==> src/rtl/mem_sys_pkg.sv <==
// Shared definitions for the memory / register-bank datapath: default widths
// and the state encoding of the load-multiple engine.
package mem_sys_pkg;

    localparam int DataWDefault = 32;
    localparam int AddrWDefault = 5;

    typedef enum logic [1:0] {
        IDLE  = 2'd0,
        RUN   = 2'd1,
        DRAIN = 2'd2,
        DONE  = 2'd3
    } loader_state_t;

endpackage

==> src/rtl/mem_to_breg_loader_if.sv <==
// Bundle of control, memory-read and register-bank-write signals of the
// load-multiple engine. The slave side is the loader, the master side is the
// controller plus memory and register bank.
//
// Handshake: start is a single-cycle request, honoured only while the loader
// is idle (busy=0, done=0); mem_base/reg_base/count are captured on that same
// edge. The loader then holds busy high until the cycle before done, and done
// is a single-cycle pulse with aborted valid alongside it. abort is a level
// looked at only while reads are still being issued. mem_rd_data is expected
// exactly one cycle after mem_dir is presented; each br_ewr=1 cycle is one
// register-bank write of br_din to br_dir.
interface mem_to_breg_loader_if
    import mem_sys_pkg::*;
#(
    parameter int DATA_W = DataWDefault,
    parameter int ADDR_W = AddrWDefault
) ();

    logic                start;
    logic                abort;
    logic [ADDR_W-1:0]   mem_base;
    logic [ADDR_W-1:0]   reg_base;
    logic [ADDR_W:0]     count;
    logic [ADDR_W-1:0]   mem_dir;
    logic [DATA_W-1:0]   mem_rd_data;
    logic [ADDR_W-1:0]   br_dir;
    logic [DATA_W-1:0]   br_din;
    logic                br_ewr;
    logic                busy;
    logic                done;
    logic                aborted;
    loader_state_t       dbgState;

    modport slave (
        input  start, abort, mem_base, reg_base, count, mem_rd_data,
        output mem_dir, br_dir, br_din, br_ewr, busy, done, aborted, dbgState
    );

    modport master (
        output start, abort, mem_base, reg_base, count, mem_rd_data,
        input  mem_dir, br_dir, br_din, br_ewr, busy, done, aborted, dbgState
    );

endinterface

==> src/rtl/mem_to_breg_loader.sv <==
// Load-multiple engine: streams a block of words from the data memory read
// port into the register bank write port, one word per cycle after a
// one-cycle fill while the memory read completes.
module mem_to_breg_loader
    import mem_sys_pkg::*;
#(
    parameter int DATA_W  = DataWDefault,
    parameter int ADDR_W  = AddrWDefault,
    parameter bit SKIP_R0 = 1'b1
) (
    input  logic                 clk,
    input  logic                 rst,
    mem_to_breg_loader_if.slave  bus
);

    localparam int CntW = ADDR_W + 1;
    localparam logic [CntW-1:0] MaxCount = CntW'(2 ** ADDR_W);

    loader_state_t      state;
    logic [CntW-1:0]    remaining;     // reads still to issue after the current one
    logic [ADDR_W-1:0]  wrPtr;         // register address of the next write slot
    logic [ADDR_W-1:0]  memDir;
    logic [ADDR_W-1:0]  brDir;
    logic               brEwr;
    logic               busy;
    logic               done;
    logic               aborted;
    logic [CntW-1:0]    clampedCount;
    logic               slotWrites;
    logic [DATA_W-1:0]  rdData;

    // Requests longer than the bank are truncated to a full-bank copy.
    always_comb clampedCount = (bus.count > MaxCount) ? MaxCount : bus.count;

    // A slot aimed at register 0 keeps its timing but does not write when r0 is hard-wired.
    always_comb slotWrites = !(SKIP_R0 && (wrPtr == '0));

    // Issue/write sequencer: the word read in one cycle is written in the next.
    always_ff @(posedge clk) begin
        if (rst) begin
            state     <= IDLE;
            remaining <= '0;
            wrPtr     <= '0;
            memDir    <= '0;
            brDir     <= '0;
            brEwr     <= 1'b0;
            busy      <= 1'b0;
            done      <= 1'b0;
            aborted   <= 1'b0;
        end else begin
            done    <= 1'b0;
            aborted <= 1'b0;
            brEwr   <= 1'b0;
            case (state)
                IDLE: begin
                    if (bus.start) begin
                        if (clampedCount == '0) begin
                            state <= DONE;
                            done  <= 1'b1;
                        end else begin
                            state     <= RUN;
                            busy      <= 1'b1;
                            memDir    <= bus.mem_base;
                            wrPtr     <= bus.reg_base;
                            remaining <= clampedCount - CntW'(1);
                        end
                    end
                end
                RUN: begin
                    if (bus.abort) begin
                        // The read presented this cycle is discarded; the write
                        // of the previous read is already on the bank port.
                        state   <= DONE;
                        busy    <= 1'b0;
                        done    <= 1'b1;
                        aborted <= 1'b1;
                    end else begin
                        brEwr <= slotWrites;
                        brDir <= wrPtr;
                        wrPtr <= wrPtr + ADDR_W'(1);
                        if (remaining == '0) begin
                            state <= DRAIN;
                        end else begin
                            memDir    <= memDir + ADDR_W'(1);
                            remaining <= remaining - CntW'(1);
                        end
                    end
                end
                DRAIN: begin
                    state <= DONE;
                    busy  <= 1'b0;
                    done  <= 1'b1;
                end
                DONE: begin
                    state <= IDLE;
                end
                default: begin
                    state <= IDLE;
                end
            endcase
        end
    end

    // Write data is the memory read data passed straight through.
    assign rdData       = bus.mem_rd_data;
    assign bus.br_din   = rdData;
    assign bus.mem_dir  = memDir;
    assign bus.br_dir   = brDir;
    assign bus.br_ewr   = brEwr;
    assign bus.busy     = busy;
    assign bus.done     = done;
    assign bus.aborted  = aborted;
    assign bus.dbgState = state;

endmodule

==> src/flat_wrapper.sv <==
// flat-port wrapper written by rule: the top's interface ports become plain ports
module mem_to_breg_loader_flat import mem_sys_pkg::*;
#(
    parameter int DATA_W  = DataWDefault,
    parameter int ADDR_W  = AddrWDefault,
    parameter bit SKIP_R0 = 1'b1
)
  (clk, rst, bus_start, bus_abort, bus_mem_base, bus_reg_base, bus_count, bus_mem_rd_data, bus_mem_dir, bus_br_dir, bus_br_din, bus_br_ewr, bus_busy, bus_done, bus_aborted, bus_dbgState);
  mem_to_breg_loader_if #(.DATA_W(DATA_W), .ADDR_W(ADDR_W)) bus_i ();
  input  logic clk;
  input  logic rst;
  input wire logic [$bits(bus_i.start)-1:0] bus_start;
  input wire logic [$bits(bus_i.abort)-1:0] bus_abort;
  input wire logic [$bits(bus_i.mem_base)-1:0] bus_mem_base;
  input wire logic [$bits(bus_i.reg_base)-1:0] bus_reg_base;
  input wire logic [$bits(bus_i.count)-1:0] bus_count;
  input wire logic [$bits(bus_i.mem_rd_data)-1:0] bus_mem_rd_data;
  output wire logic [$bits(bus_i.mem_dir)-1:0] bus_mem_dir;
  output wire logic [$bits(bus_i.br_dir)-1:0] bus_br_dir;
  output wire logic [$bits(bus_i.br_din)-1:0] bus_br_din;
  output wire logic [$bits(bus_i.br_ewr)-1:0] bus_br_ewr;
  output wire logic [$bits(bus_i.busy)-1:0] bus_busy;
  output wire logic [$bits(bus_i.done)-1:0] bus_done;
  output wire logic [$bits(bus_i.aborted)-1:0] bus_aborted;
  output wire logic [$bits(bus_i.dbgState)-1:0] bus_dbgState;
  assign bus_i.start = bus_start;
  assign bus_i.abort = bus_abort;
  assign bus_i.mem_base = bus_mem_base;
  assign bus_i.reg_base = bus_reg_base;
  assign bus_i.count = bus_count;
  assign bus_i.mem_rd_data = bus_mem_rd_data;
  assign bus_mem_dir = bus_i.mem_dir;
  assign bus_br_dir = bus_i.br_dir;
  assign bus_br_din = bus_i.br_din;
  assign bus_br_ewr = bus_i.br_ewr;
  assign bus_busy = bus_i.busy;
  assign bus_done = bus_i.done;
  assign bus_aborted = bus_i.aborted;
  assign bus_dbgState = bus_i.dbgState;
  mem_to_breg_loader #(.DATA_W(DATA_W), .ADDR_W(ADDR_W), .SKIP_R0(SKIP_R0)) u_core (.clk(clk), .rst(rst), .bus(bus_i));
endmodule
==> config.mk <==
export PLATFORM = sky130hd
export DESIGN_NAME = mem_to_breg_loader_flat
export DESIGN_NICKNAME = d
export VERILOG_FILES = /design/src/rtl/mem_sys_pkg.sv /design/src/rtl/mem_to_breg_loader_if.sv /design/src/rtl/mem_to_breg_loader.sv /design/src/flat_wrapper.sv
export SDC_FILE = /design/constraint.sdc
export NUM_CORES = 1
export LEC_CHECK = 0
export CAP_MARGIN = 20
export CORE_UTILIZATION = 35
export CTS_CLUSTER_SIZE = 14
export DETAILED_ROUTE_END_ITERATION = 8
export GPL_ROUTABILITY_DRIVEN = 0
export PLACE_DENSITY = 0.79
export SLEW_MARGIN = 20
export SYNTH_ARGS = -nofsm -noshare
export SYNTH_HDL_FRONTEND = slang
export SYNTH_SLANG_ARGS = --single-unit
==> constraint.sdc <==
create_clock -name clk -period 4.7 [get_ports clk]
set_clock_uncertainty 0.05 [all_clocks]
set_input_delay 0.94 -clock clk [delete_from_list [all_inputs] [get_ports clk]]
set_output_delay 0.94 -clock clk [all_outputs]
set_load 0.05 [all_outputs]
==> results.sh <==
export IMPL_drc_errors=0
export IMPL_avgRoutedWirePerCell_um=13.3
export IMPL_slowest_delay_ps=590
export IMPL_overflow=0
export IMPL_r2r_start="u_core.bus.dbgState[0]"
export IMPL_rsz0062_at_grt="false"
export IMPL_cts_tree="done"
export IMPL_finalCritPeriodShare_pct=61.3
export IMPL_final_nets=284
export IMPL_place_ws_ps=1580
export IMPL_h_tree_depth=1
export IMPL_powerDensity_mw_per_mm2=619
export IMPL_syn_to_final_growth_pct=11.5
export IMPL_crit_slowest_cell="clkdlybuf4s50_1"
export IMPL_status="complete, no violations"
export IMPL_slew_headroom_pct=59.6
export IMPL_antenna_found_initial=0
export IMPL_fp_dieW_um=73.7
export IMPL_min_path_type="flip-flop to flip-flop"
export IMPL_ant_nets=0
export IMPL_min_delay_start="u_core.bus.br_dir[4]"
export IMPL_period_minus_slack_ps=2880
export IMPL_cts_resized_gates=0
export IMPL_hold_viol=0
export IMPL_clock_sinks=27
export IMPL_post_route_util_pct=41.4
export IMPL_end_kind="flip-flop"
export IMPL_crit_arrival_ps=3020
export IMPL_wirelength_um=3850
export IMPL_vias=1532
export IMPL_hpwl_um=2820
export IMPL_ys_types=47
export IMPL_layout_drive_gt1_share_pct=8.07
export IMPL_netlist_instances=223
export IMPL_setup_tns_ps=0
export IMPL_root_buffer="clkbuf_8"
export IMPL_crit_path_cell_trace="clkdlybuf4s50_1 > nor3b_1 > a21oi_1 > ha_1 > inv_1 > a211oi_1 > nand2_1 > mux2i_1 > o31ai_1"
export IMPL_yosys_warnings=0
export IMPL_start_util_pct=37.1
export IMPL_syn_area_mm2=0.00180
export IMPL_p_leak_uw=0.000706
export IMPL_clk_latency_ps=280
export IMPL_antenna_cells=0
export IMPL_clk_pin_slew_ps=100
export IMPL_ir_drop_mv=0.289
export IMPL_synth_fp_nets=283
export IMPL_dieArea_mm2=0.00544
export IMPL_groute_usage_overall_pct=14.0
export IMPL_setup_viol=0
export IMPL_synth_flop_cell="dfxtp_1"
export IMPL_boundaryPins=100
export IMPL_die_h_um=73.7
export IMPL_tightest_slew_ps=606
export IMPL_clk_path_buf_depth=2
export IMPL_gr_usage_met1_pct=16.4
export IMPL_cp_startpoint="bus_count[5]"
export IMPL_ctsHoldBuffers=0
export IMPL_yosys_register_bits=27
export IMPL_dr_pass1_iters=5
export IMPL_worstSetupPathType="input pin to flip-flop"
export IMPL_path_max_fanout=7
export IMPL_layout_setup_ws_ps=1820
export IMPL_ys_seq_area_share_pct=30.0
export IMPL_synth_avg_cell_area_um2=8.07
export IMPL_grt_max_degree=34
export IMPL_cp_required_ps=4840
export IMPL_totalPowerFinal_uw=1240
export IMPL_cts_inserted_buffers=3
export IMPL_worstSetupStartpointType="input pin"
export IMPL_cts_setup_buffers=0
export IMPL_synth_edf_count=0
export IMPL_port_buffers=35
export IMPL_viasPerCell=5.28
export IMPL_maxCapViolations=0
export IMPL_fmax_mhz=347
export IMPL_grt_pass1_wl_um=6020
export IMPL_grtUsageMet2_pct=25.8
export IMPL_row_count=25
export IMPL_core_area_mm2=0.00485
export IMPL_met3_usage_pct=3.16
export IMPL_slew_viol_final=0
export IMPL_drtIter0Drc=80
export IMPL_grt_pass1_vias=1373
export IMPL_async_flop_share_pct=0
export IMPL_grt_busiest_layer="met2"
-- sequential cells by signal (all words and copies together), names as in the netlist, 2 cells and up --
name and count:
u_core.bus.dbgState 2, u_core.bus.br_dir 5, u_core.wrPtr 5, u_core.remaining 6
u_core.bus.mem_dir 5
-- placed cells by master (no fill, tap or decap), types with 5 or more instances in the layout --
| cell type | instances |
|---|---|
| a211oi_1 | 5 |
| a21oi_1 | 20 |
| nand3_1 | 5 |
| inv_1 | 10 |
| clkdlybuf4s50_1 | 35 |
| nor3_1 | 12 |
| nor2_1 | 16 |
| nand2_1 | 17 |
| ha_1 | 8 |
| dfxtp_1 | 27 |
| nand2b_1 | 5 |
| o21ai_0 | 6 |
-- cell usage after synthesis (all sizes together), types with 2 or more instances --
master    n  area [um^2]
inv      10         37.5
o32ai     4         35.0
a31oi     2         12.5
dfxtp    27          541
o21ai     9         60.1
nand3     5         25.0
a221oi    2         17.5
nand2b    5         31.3
clkbuf    5         18.8
mux2i     4         40.0
a21oi    22          118
a211oi    5         37.5
o31ai     4         30.0
nor3b     3         22.5
and2      3         21.3
ha        8          100
buf      36          273
a22oi     3         22.5
nand2    18         70.1
o2bb2ai   3         26.3
nor2     17         66.3
nor3     13         70.1
-- per-stage QoR --
step	hold slack [ps]	std cells	instance area, um^2
global route	427	290	2010
detailed placement	397	286	1960
CTS	411	290	2010
floorplan	402	223	1800
finish	409	290	2010
global placement	392	286	1960
-- routing by layer --
layer | up-vias | routed length, um | part of all wire, %
met5 | - | 0 | 0
met4 | 0 | 40 | 1.0
met3 | 10 | 246 | 6.4
met2 | 53 | 1850 | 48
met1 | 707 | 1710 | 44
li1 | 762 | - | -
-- cell families after synthesis --
kind of cell / Yosys count / synth area share [%]
buf+inv: 52 / 18.5
simple gates: 72 / 20.5
compound gates: 59 / 22.6
fa+ha+maj: 8 / 5.56
flops: 27 / 30.0
mux: 5 / 2.85
-- power by group --
group / internal (uW) / switching (uW) / total (uW)
registers: 302 / 73.3 / 376
clock network: 60.3 / 79.2 / 140
logic: 274 / 453 / 727
total: 636 / 605 / 1240
-- worst paths after layout --
path / endpoint / slack, ps / cells past startpoint
worst max-delay path: u_core.remaining[4] / 1820 / 9
worst min-delay path: u_core.bus.br_dir[4] / 410 / 2
worst max register to register: u_core.bus.busy / 2040 / 6
worst min register to register: u_core.bus.br_dir[4] / 410 / 2
-- critical path, delay by kind of cell --
kind                     cells  cell delay (ps)
AND/OR/NAND/NOR              2              210
adder cells (fa/ha/maj)      1              260
AO/OA/AOI/OAI                3              820
buffers and inverters        2              670
multiplexers                 1              130
-- area by class of cell --
type	instances	area (um^2)
Fill cell	494	2840
Multi-Input combinational cell	144	927
Clock buffer	3	41.3
Timing Repair Buffer	37	365
Tap cell	67	83.8
Sequential cell	27	541
Inverter	11	41.3
Clock inverter	1	7.51
No activity file was read; power rests on OpenSTA's default activity.
